File: config.mk
export PLATFORM = sky130hd
export DESIGN_NAME = sub_serial
export DESIGN_NICKNAME = d
export VERILOG_FILES = /design/src/rtl/sub_serial_pkg.sv /design/src/rtl/fsub_bit.sv /design/src/rtl/sub_serial.sv
export SDC_FILE = /design/constraint.sdc
export NUM_CORES = 1
export LEC_CHECK = 0
export CORE_UTILIZATION = 42
export CTS_CLUSTER_SIZE = 10
export DETAILED_ROUTE_END_ITERATION = 6
export PLACE_DENSITY = 0.76
export SYNTH_ARGS = -nofsm -noshare
export SYNTH_HDL_FRONTEND = slang
export SYNTH_HIERARCHICAL = 1
export SYNTH_SLANG_ARGS = --single-unit
export TNS_END_PERCENT = 50
File: constraint.sdc
create_clock -name clk -period 2.61 [get_ports clk]
set_input_delay 0.522 -clock clk [delete_from_list [all_inputs] [get_ports clk]]
set_output_delay 0.522 -clock clk [all_outputs]
set_load 0.02 [all_outputs]
File: src/rtl/sub_serial_pkg.sv
// Shared types for the bit-serial subtractor: FSM state encoding and counter sizing.
// Pure declarations; no latency or flow control of its own.
package sub_serial_pkg;

  typedef enum logic [1:0] {
    IDLE = 2'd0,
    RUN  = 2'd1,
    DONE = 2'd2
  } state_t;

  localparam int N_DEFAULT = 10;

  // Bit counter must index 0..n-1; keep at least one bit for tiny n.
  function automatic int cnt_width(input int n);
    return (n <= 2) ? 1 : $clog2(n);
  endfunction

endpackage

File: src/rtl/fsub_bit.sv
// 1-bit full subtractor: d = a - b - br_in, br_out = borrow.
// Combinational, zero latency; no flow control.
module fsub_bit (
  input  logic a,
  input  logic b,
  input  logic br_in,
  output logic d,
  output logic br_out
);

  assign d      = a ^ b ^ br_in;
  assign br_out = (~a & b) | (~(a ^ b) & br_in);

endmodule

File: src/rtl/sub_serial.sv
// Bit-serial a - b - b_in, LSB first; done pulses N+1 cycles after start, issue interval N+2.
// start ignored while busy (no queueing); optional zero flag under SUB_SERIAL_ZERO_FLAG_EN.
module sub_serial
  import sub_serial_pkg::*;
#(
  parameter int N = N_DEFAULT
) (
  input  logic         clk,
  input  logic         rst,
  input  logic         start,
  input  logic [N-1:0] a,
  input  logic [N-1:0] b,
  input  logic         b_in,
  output logic         busy,
  output logic         done,
  output logic [N:0]   diff
`ifdef SUB_SERIAL_ZERO_FLAG_EN
  ,
  output logic         zero
`endif
);

  localparam int CW = cnt_width(N);

  state_t         state, state_nxt;
  logic [CW-1:0]  cnt;
  logic [N-1:0]   a_sr, b_sr, d_sr;
  logic           br;
  logic           d_bit, br_nxt;
  logic           last;
  logic [N:0]     res_nxt;

  fsub_bit u_fsub (
    .a      (a_sr[0]),
    .b      (b_sr[0]),
    .br_in  (br),
    .d      (d_bit),
    .br_out (br_nxt)
  );

  assign last    = (cnt == CW'(N - 1));
  assign res_nxt = {br_nxt, d_bit, d_sr[N-1:1]};

  always_ff @(posedge clk or posedge rst) begin
    if (rst) state <= IDLE;
    else     state <= state_nxt;
  end

  always_comb begin
    state_nxt = state;
    busy      = 1'b0;
    done      = 1'b0;
    case (state)
      IDLE: if (start) state_nxt = RUN;
      RUN: begin
        busy = 1'b1;
        if (last) state_nxt = DONE;
      end
      DONE: begin
        busy      = 1'b1;
        done      = 1'b1;
        state_nxt = IDLE;
      end
      default: state_nxt = IDLE;
    endcase
  end

  // diff is written on the final RUN edge so it is already valid during DONE.
  always_ff @(posedge clk or posedge rst) begin
    if (rst) begin
      a_sr <= '0;
      b_sr <= '0;
      d_sr <= '0;
      br   <= 1'b0;
      cnt  <= '0;
      diff <= '0;
`ifdef SUB_SERIAL_ZERO_FLAG_EN
      zero <= 1'b0;
`endif
    end else begin
      case (state)
        IDLE: begin
          if (start) begin
            a_sr <= a;
            b_sr <= b;
            br   <= b_in;
            cnt  <= '0;
          end
        end
        RUN: begin
          a_sr <= a_sr >> 1;
          b_sr <= b_sr >> 1;
          br   <= br_nxt;
          d_sr <= {d_bit, d_sr[N-1:1]};
          if (last) begin
            diff <= res_nxt;
`ifdef SUB_SERIAL_ZERO_FLAG_EN
            zero <= (res_nxt == '0);
`endif
          end else begin
            cnt <= cnt + CW'(1);
          end
        end
        default: ;
      endcase
    end
  end

endmodule
==> summary.md, run 1 <==
| Metric | Value |
|---|---|
| Status | `completed` |
| Sw frac | `between 30% and 40%` |
| Worst-path maximum fanout | `3` |
| Final TNS setup | `0 ps` |
| CP Launch Type | `register` |
| Endpoint, Worst Hold | `a_sr[2]$_DFFE_PP0P_` |
| Die W | `~74 um` |
| Post-Syn Nets | `just over 200` |
| Sequential power share | `between 40% and 50%` |
| Finished Core Util | `a little under three fifths` |
| Final setup skew | `between 8 and 9 ps` |
| Global-route met3 utilization | `under 10%` |
| DRC Markers | `0` |
| Slowest Stage Delay on Critical Path | `~600 ps` |
| Largest net degree at the start of global routing | `43` |
| Crit Path Class | `register to output port` |
| Sequential cell area | `1180 um^2` |
| Crit. End Element | `output port` |
| I/O pins | `37` |
| Synth Register Bits | `47` |
| Initial Util | `between 40% and 50%` |
| Share of cells above drive strength 1 | `around 17%` |
| CTS Sinks | `47` |
| GRT met1 Usage | `19.3%` |
| Htree depth | `2` |
| Combinational power share | `a little over two fifths` |
| R2r worst-path depth | `5` |
| Internal | `about 2100 uW` |
| Post-route minimum period | `~2100 ps` |
| CTS Buf Count | `5` |
| Power per cell area | `between 1000 and 1500 nW/um^2` |
| Setup Viol. Count Final | `0` |
| Max-Slew Margin vs Limit | `between 60 and 70%` |
| P_leak | `~0.0013 uW` |
| Fillers | `423` |
| R2r endpoint | `cnt[2]$_DFFE_PP0P_` |
| GR Util met2 | `between 20% and 30%` |
| Post-CTS Setup Bufs | `0` |
| FF-to-FF Start | `state[1]$_DFFE_PP0P_` |
| Multi-input gate area | `~910 um^2` |
| Number of global-route vias before repair | `1335` |
| Clk slew on worst S/H paths | `80 ps` |
| Highest-count cells in the layout ignoring fill and taps | `dfrtp_1 (47), clkdlybuf4s50_1 (36), nand2_1 (21), mux2i_1 (20), o21ai_0 (19)` |
| Fmax | `between 0.4 and 0.5 GHz` |
| Post-synth cell types | `29` |
| Buffers plus inverters on the worst setup path | `2` |
| Fin. Hold Viols | `0` |
| HP Start | `a_sr[2]$_DFFE_PP0P_` |
| Critical path, cell by cell | `inv_1 > ha_1 > clkdlybuf4s50_1` |
| NumNets Final | `around 240` |
| WHS Path Cells | `2` |
| PostCTS Resize Cnt | `0` |
| Syn Inst Count | `between 150 and 200` |
| Synth top area share | `a little over half` |
| Hold crit path type | `register to register` |
| Root Buffer | `clkbuf_8` |
| Worst vdd ir | `~0.53 mV` |
| Post-DP HPWL | `around 2.6 mm` |
| First-pass GRT wire length | `~6.1 mm` |
| Clk_lat worst skew | `290 ps` |
| Sequential area share after synthesis | `about 54%` |
| Largest cells by area after synthesis | `dfrtp_1 (54%), mux2i_1 (9.2%), mux2_4 (6.2%)` |
| Die area | `5480 um^2` |
| Avg Cell Area, Syn | `12.5 um^2` |
| GR peak layer | `met2` |
| Worst Path Arrival | `roughly 1600 ps` |
| Initial antenna violation count | `0` |
| Crit-path slowest cell | `clkdlybuf4s50_1` |
| Chip height | `74.0 um` |
| N_diodes | `0` |
| Syn Std Cell Area | `2180 um^2` |
| Routed vias | `between 1000 and 1500` |
| Violation count after the first detailed-route iteration | `between 50 and 60` |
| Layout area overhead | `24.6%` |
| Clock Path Buffers | `2` |
| Max-slew violations | `0` |
| CTS Hold Bufs | `0` |
| Worst Tran Pin Value | `around 500 ps` |
| CP required | `about 2100 ps` |
| CP delay by family, top | `buffers and inverters` |
| Unrepaired setup endpoints after global routing | `false` |
| Commonest non-fill, non-tap cell in the layout | `dfrtp_1` |
| Synth area leader | `dfrtp_1` |
| Via-to-Cell Ratio | `4.77` |
| Router iterations before antenna repair | `4` |
| Max-cap violations | `0` |
| Clock power share | `16.4%` |
| Total wire length | `3.46 mm` |
| ANT nets after route | `0` |
| Port bufs | `36` |
| Total net switching power | `~1100 uW` |
| Gpl congestion | `between 0.7 and 0.8` |
| DR WL/cell | `between 10 and 15 um` |
| Pwr Total | `around 3200 uW` |
| Aggregate global routing overflow | `0` |
| Row Count | `25` |
| Yosys synthesis warning count | `6` |
| GRT Total Usage | `about 15%` |
| Core area | `between 4000 and 5000 um^2` |
| Period utilisation layout | `between 80% and 90%` |
| R2R setup slack | `between 700 and 800 ps` |
| CTS tree | `built` |
==> final cells by class <==
| type | count | share of cell area, % |
|---|---|---|
| multi-input combinational | 109 | 33.6 |
| tap | 67 | 3.09 |
| sequential | 47 | 43.3 |
| clock buffer | 5 | 2.53 |
| clock inverter | 3 | 1.61 |
| timing repair buffer | 39 | 14.6 |
| inverter | 9 | 1.24 |
==> routing by layer <==
| metal | up-vias | share of wire, % | wire length, um |
|---|---|---|---|
| met1 | 626 | 48 | 1680 |
| met5 | - | 0 | 0 |
| met4 | 0 | 0.81 | 28 |
| met2 | 30 | 47 | 1630 |
| met3 | 4 | 3.8 | 130 |
| li1 | 671 | - | - |
==> synthesized netlist by cell type (all sizes together) <==
master,count
nor2b,3
buf,7
o22ai,2
mux2i,21
fa,1
o21ai,21
o221ai,1
dfrtp,47
inv,9
clkbuf,2
ha,6
mux2,21
nand2b,4
o21a,1
nand4b,1
nand4,1
and3,1
nand3,1
nand3b,1
a21oi,1
nand2,21
a41o,1
==> flip-flops by register name, indices dropped and copies added, names as in the netlist <==
name   count
diff      11
a_sr      10
b_sr      10
d_sr       9
cnt        4
state      2
br         1
==> worst max path at each step <==
stage,start,endpoint,slack (ps),depth (start not counted)
finish,state[0]$_DFFE_PP0P_,busy,460,3
global route,state[0]$_DFFE_PP0P_,busy,370,3
CTS,state[0]$_DFFE_PP0P_,busy,430,3
detailed placement,state[1]$_DFFE_PP0P_,cnt[2]$_DFFE_PP0P_,710,5
global placement,start,b_sr[2]$_DFFE_PP0P_,750,4
floorplan,rst,a_sr[0]$_DFFE_PP0P_,970,1
==> cell families (layout without fill, tap and decap cells) <==
family          after synthesis  count (layout)  share of synthesized area, %
simple gates                 33              33                          7.98
mux                          42              42                          22.6
fa+ha+maj                     7               7                          4.36
compound gates               27              27                          6.83
buf+inv                      18              56                          4.25
flops                        47              47                          54.0
==> power groups by stage <==
stage	Sequential [uW]	Combinational, uW	Clock [uW]
floorplan	1300	1020	0
global placement	1270	1360	0
detailed placement	1290	1410	0
CTS	1280	1410	533
global route	1320	1560	565
finish	1270	1380	520
==> per-stage QoR <==
step	cells	hold WS, ps	setup slack, ps	area [um^2]
after detailed placement	271	470	707	2600
after CTS	279	488	435	2720
after global routing	279	510	370	2720
after floorplan	174	450	972	2180
final	279	487	463	2720
after global placement	271	462	750	2600
==> tightest hold or removal path, delay by kind of cell (launching register included) <==
kind            cells  cell delay [ps]
simple gates        1               50
flops               1              350
compound gates      1               60
No activity file was read; power rests on OpenSTA's default activity.
==> run 2, diff against run 1 <==
==> constraint.sdc (replaced) <==
create_clock -name clk -period 2.01 [get_ports clk]
set_input_delay 0.402 -clock clk [delete_from_list [all_inputs] [get_ports clk]]
set_output_delay 0.402 -clock clk [all_outputs]
set_load 0.02 [all_outputs]
==> summary.md, run 2 (synthesis gave the netlist of run 1 again) <==
| Metric | Value |
|---|---|
| N_diodes | `0 (unchanged)` |
| ANT nets after route | `0 (unchanged)` |
| Post-route minimum period | `approximately 1800 ps` |
| Port bufs | `36 (unchanged)` |
| Worst-path maximum fanout | `3 (unchanged)` |
| Fin. Hold Viols | `0 (unchanged)` |
| Fmax | `0.562 GHz` |
| CTS Sinks | `47 (unchanged)` |
| Setup Viol. Count Final | `0 (unchanged)` |
| Crit. End Element | `output port` |
| Root Buffer | `clkbuf_8` |
| CP required | `1610 ps (-480 ps)` |
| Router iterations before antenna repair | `4 (unchanged)` |
| Critical Path Sink | `busy` |
| Final setup skew | `6.40 ps (-2.55 ps)` |
| Worst Tran Pin Value | `245 ps (-256 ps)` |
| Gpl congestion | `0.709 (-6.8%)` |
| NumNets Final | `243 (+0.41%)` |
| I/O pins | `37 (unchanged)` |
| Initial antenna violation count | `0 (unchanged)` |
| Period utilisation layout | `88.5%` |
| Critical path, cell by cell | `inv_1 > ha_1 > dlygate4sd2_1` |
| R2r worst-path depth | `5 (unchanged)` |
| P_leak | `0.00133 uW (+2.9%)` |
| CTS Buf Count | `5 (unchanged)` |
| Die area | `5480 um^2 (unchanged)` |
| Post-DP HPWL | `2.30 mm (-9.9%)` |
| Row Count | `25 (unchanged)` |
| Max-Slew Margin vs Limit | `83.3% (+17 points)` |
| Critical Path Start | `state[0]$_DFFE_PP0P_` |
| Clock Path Buffers | `2 (unchanged)` |
| Largest regs | `diff (11), a_sr (10), b_sr (10)` |
| Crit-path slowest cell | `dfrtp_1` |
| R2R setup slack | `410 ps (-300 ps)` |
| Clk slew on worst S/H paths | `90 ps (about the same)` |
| Total wire length | `3.31 mm (-4.4%)` |
| CP delay by family, top | `buffers and inverters` |
| Commonest non-fill, non-tap cell in the layout | `dfrtp_1` |
| Number of global-route vias before repair | `1290 (-3.4%)` |
| CTS tree | `built` |
| Power per cell area | `1530 nW/um^2 (+31%)` |
| Hold crit path type | `input port to async pin` |
| Worst Path Arrival | `1380 ps (-250 ps)` |
| Final TNS setup | `0 ps (unchanged)` |
| Buffers plus inverters on the worst setup path | `2 (unchanged)` |
| CTS Hold Bufs | `0 (unchanged)` |
| DR WL/cell | `11.8 um (-4.7%)` |
| Htree depth | `2 (unchanged)` |
| Via-to-Cell Ratio | `4.82 (+1.1%)` |
| Core area | `4850 um^2 (unchanged)` |
| Unrepaired setup endpoints after global routing | `false` |
| Largest net degree at the start of global routing | `48 (+12%)` |
| FF-to-FF Start | `state[1]$_DFFE_PP0P_` |
| Crit Path Class | `register to output port` |
| Max-cap violations | `0 (unchanged)` |
| Status | `completed` |
| Aggregate global routing overflow | `0 (unchanged)` |
| R2r endpoint | `diff[2]$_DFFE_PP0P_` |
| Initial Util | `45.0% (unchanged)` |
| Pwr Total | `4210 uW (+33%)` |
| Violation count after the first detailed-route iteration | `69 (+23%)` |
| Stages on the worst setup path | `3 (unchanged)` |
| Worst vdd ir | `0.781 mV (+46%)` |
| Share of cells above drive strength 1 | `17.8% (+0.39 points)` |
| Slowest Stage Delay on Critical Path | `390 ps (-210 ps)` |
| Routed vias | `1350 (+1.4%)` |
| Clk_lat worst skew | `300 ps (about the same)` |
| Biggest register | `diff` |
| Chip height | `74.0 um (unchanged)` |
| DRC Markers | `0 (unchanged)` |
| First-pass GRT wire length | `5.82 mm (-4.0%)` |
| Highest-count cells in the layout ignoring fill and taps | `dfrtp_1 (47), clkdlybuf4s50_1 (34), nand2_1 (21), mux2i_1 (20), o21ai_0 (19)` |
| Max-slew violations | `0 (unchanged)` |
| Layout area overhead | `26.5%` |
| Die W | `74.0 um (unchanged)` |
| GRT Total Usage | `14.1% (-0.58 points)` |
| CP Launch Type | `register` |
| Largest register FFs | `11 (unchanged)` |
-- run 2: area by class of cell --
class                      count  area, um^2
timing repair buffer          40         429
sequential                    47        1180
clock buffer                   6        82.6
inverter                       9        33.8
tap                           67        83.8
clock inverter                 2        38.8
multi-input combinational    109         913
fill                         414        2090
-- run 2: worst min-delay path, delay by kind of cell --
kind,cells,cell delay [ps]
buffers and inverters,3,720
-- run 2: timing repair --
action / in CTS / in global routing
endpoints found under the setup margin: 1 / 1
resized for setup: 1 / 1
hold endpoints to repair: 0 / 0
buffers inserted: 0 / 0
-- run 2: metrics by stage --
stage          cells  utilization [%]  hold slack, ps  setup slack (ps)  area [um^2]
2_1_floorplan    174                -             450               492         2180
3_3_place_gp     272             54.3             462               326         2640
3_5_place_dp     272             54.3             470               287         2640
4_1_cts          280             56.8             454              24.3         2760
5_1_grt          280             56.9             462               168         2760
6_report         280             56.9             442               231         2760
-- run 2: where the power goes --
part           switching, uW  internal (uW)
sequential               259           1380
combinational            881            971
clock                    312            409
total                   1450           2760
-- run 2: worst min-delay path by stage --
| stage | from | to | slack (ps) |
|---|---|---|---|
| 6_report | rst | diff[2]$_DFFE_PP0P_ | 440 |
| 5_1_grt | rst | diff[6]$_DFFE_PP0P_ | 460 |
| 4_1_cts | rst | a_sr[7]$_DFFE_PP0P_ | 450 |
| 3_5_place_dp | b_sr[2]$_DFFE_PP0P_ | b_sr[2]$_DFFE_PP0P_ | 470 |
| 3_3_place_gp | b_sr[4]$_DFFE_PP0P_ | b_sr[4]$_DFFE_PP0P_ | 460 |
| 2_1_floorplan | a_sr[1]$_DFFE_PP0P_ | a_sr[1]$_DFFE_PP0P_ | 450 |
-- run 2: metal layers --
metal  part of all wire (%)  vias up  GRT usage (%)  wire (um)
met2                     45       30           21.1       1500
met1                     49      643           19.2       1610
met5                      0        -              0          0
met4                    2.0        0           6.41         65
li1                       -      669              -          -
met3                    4.1        8           3.66        136
==> run 3, diff against run 2 <==
--- a/config.mk
+++ b/config.mk
@@ -13,4 +13,4 @@
 export SYNTH_HDL_FRONTEND = slang
 export SYNTH_HIERARCHICAL = 1
 export SYNTH_SLANG_ARGS = --single-unit
-export TNS_END_PERCENT = 50
+export TNS_END_PERCENT = 10
==> results of run 3 <==
Final layout, timing and power as in run 2 (identical DEF).
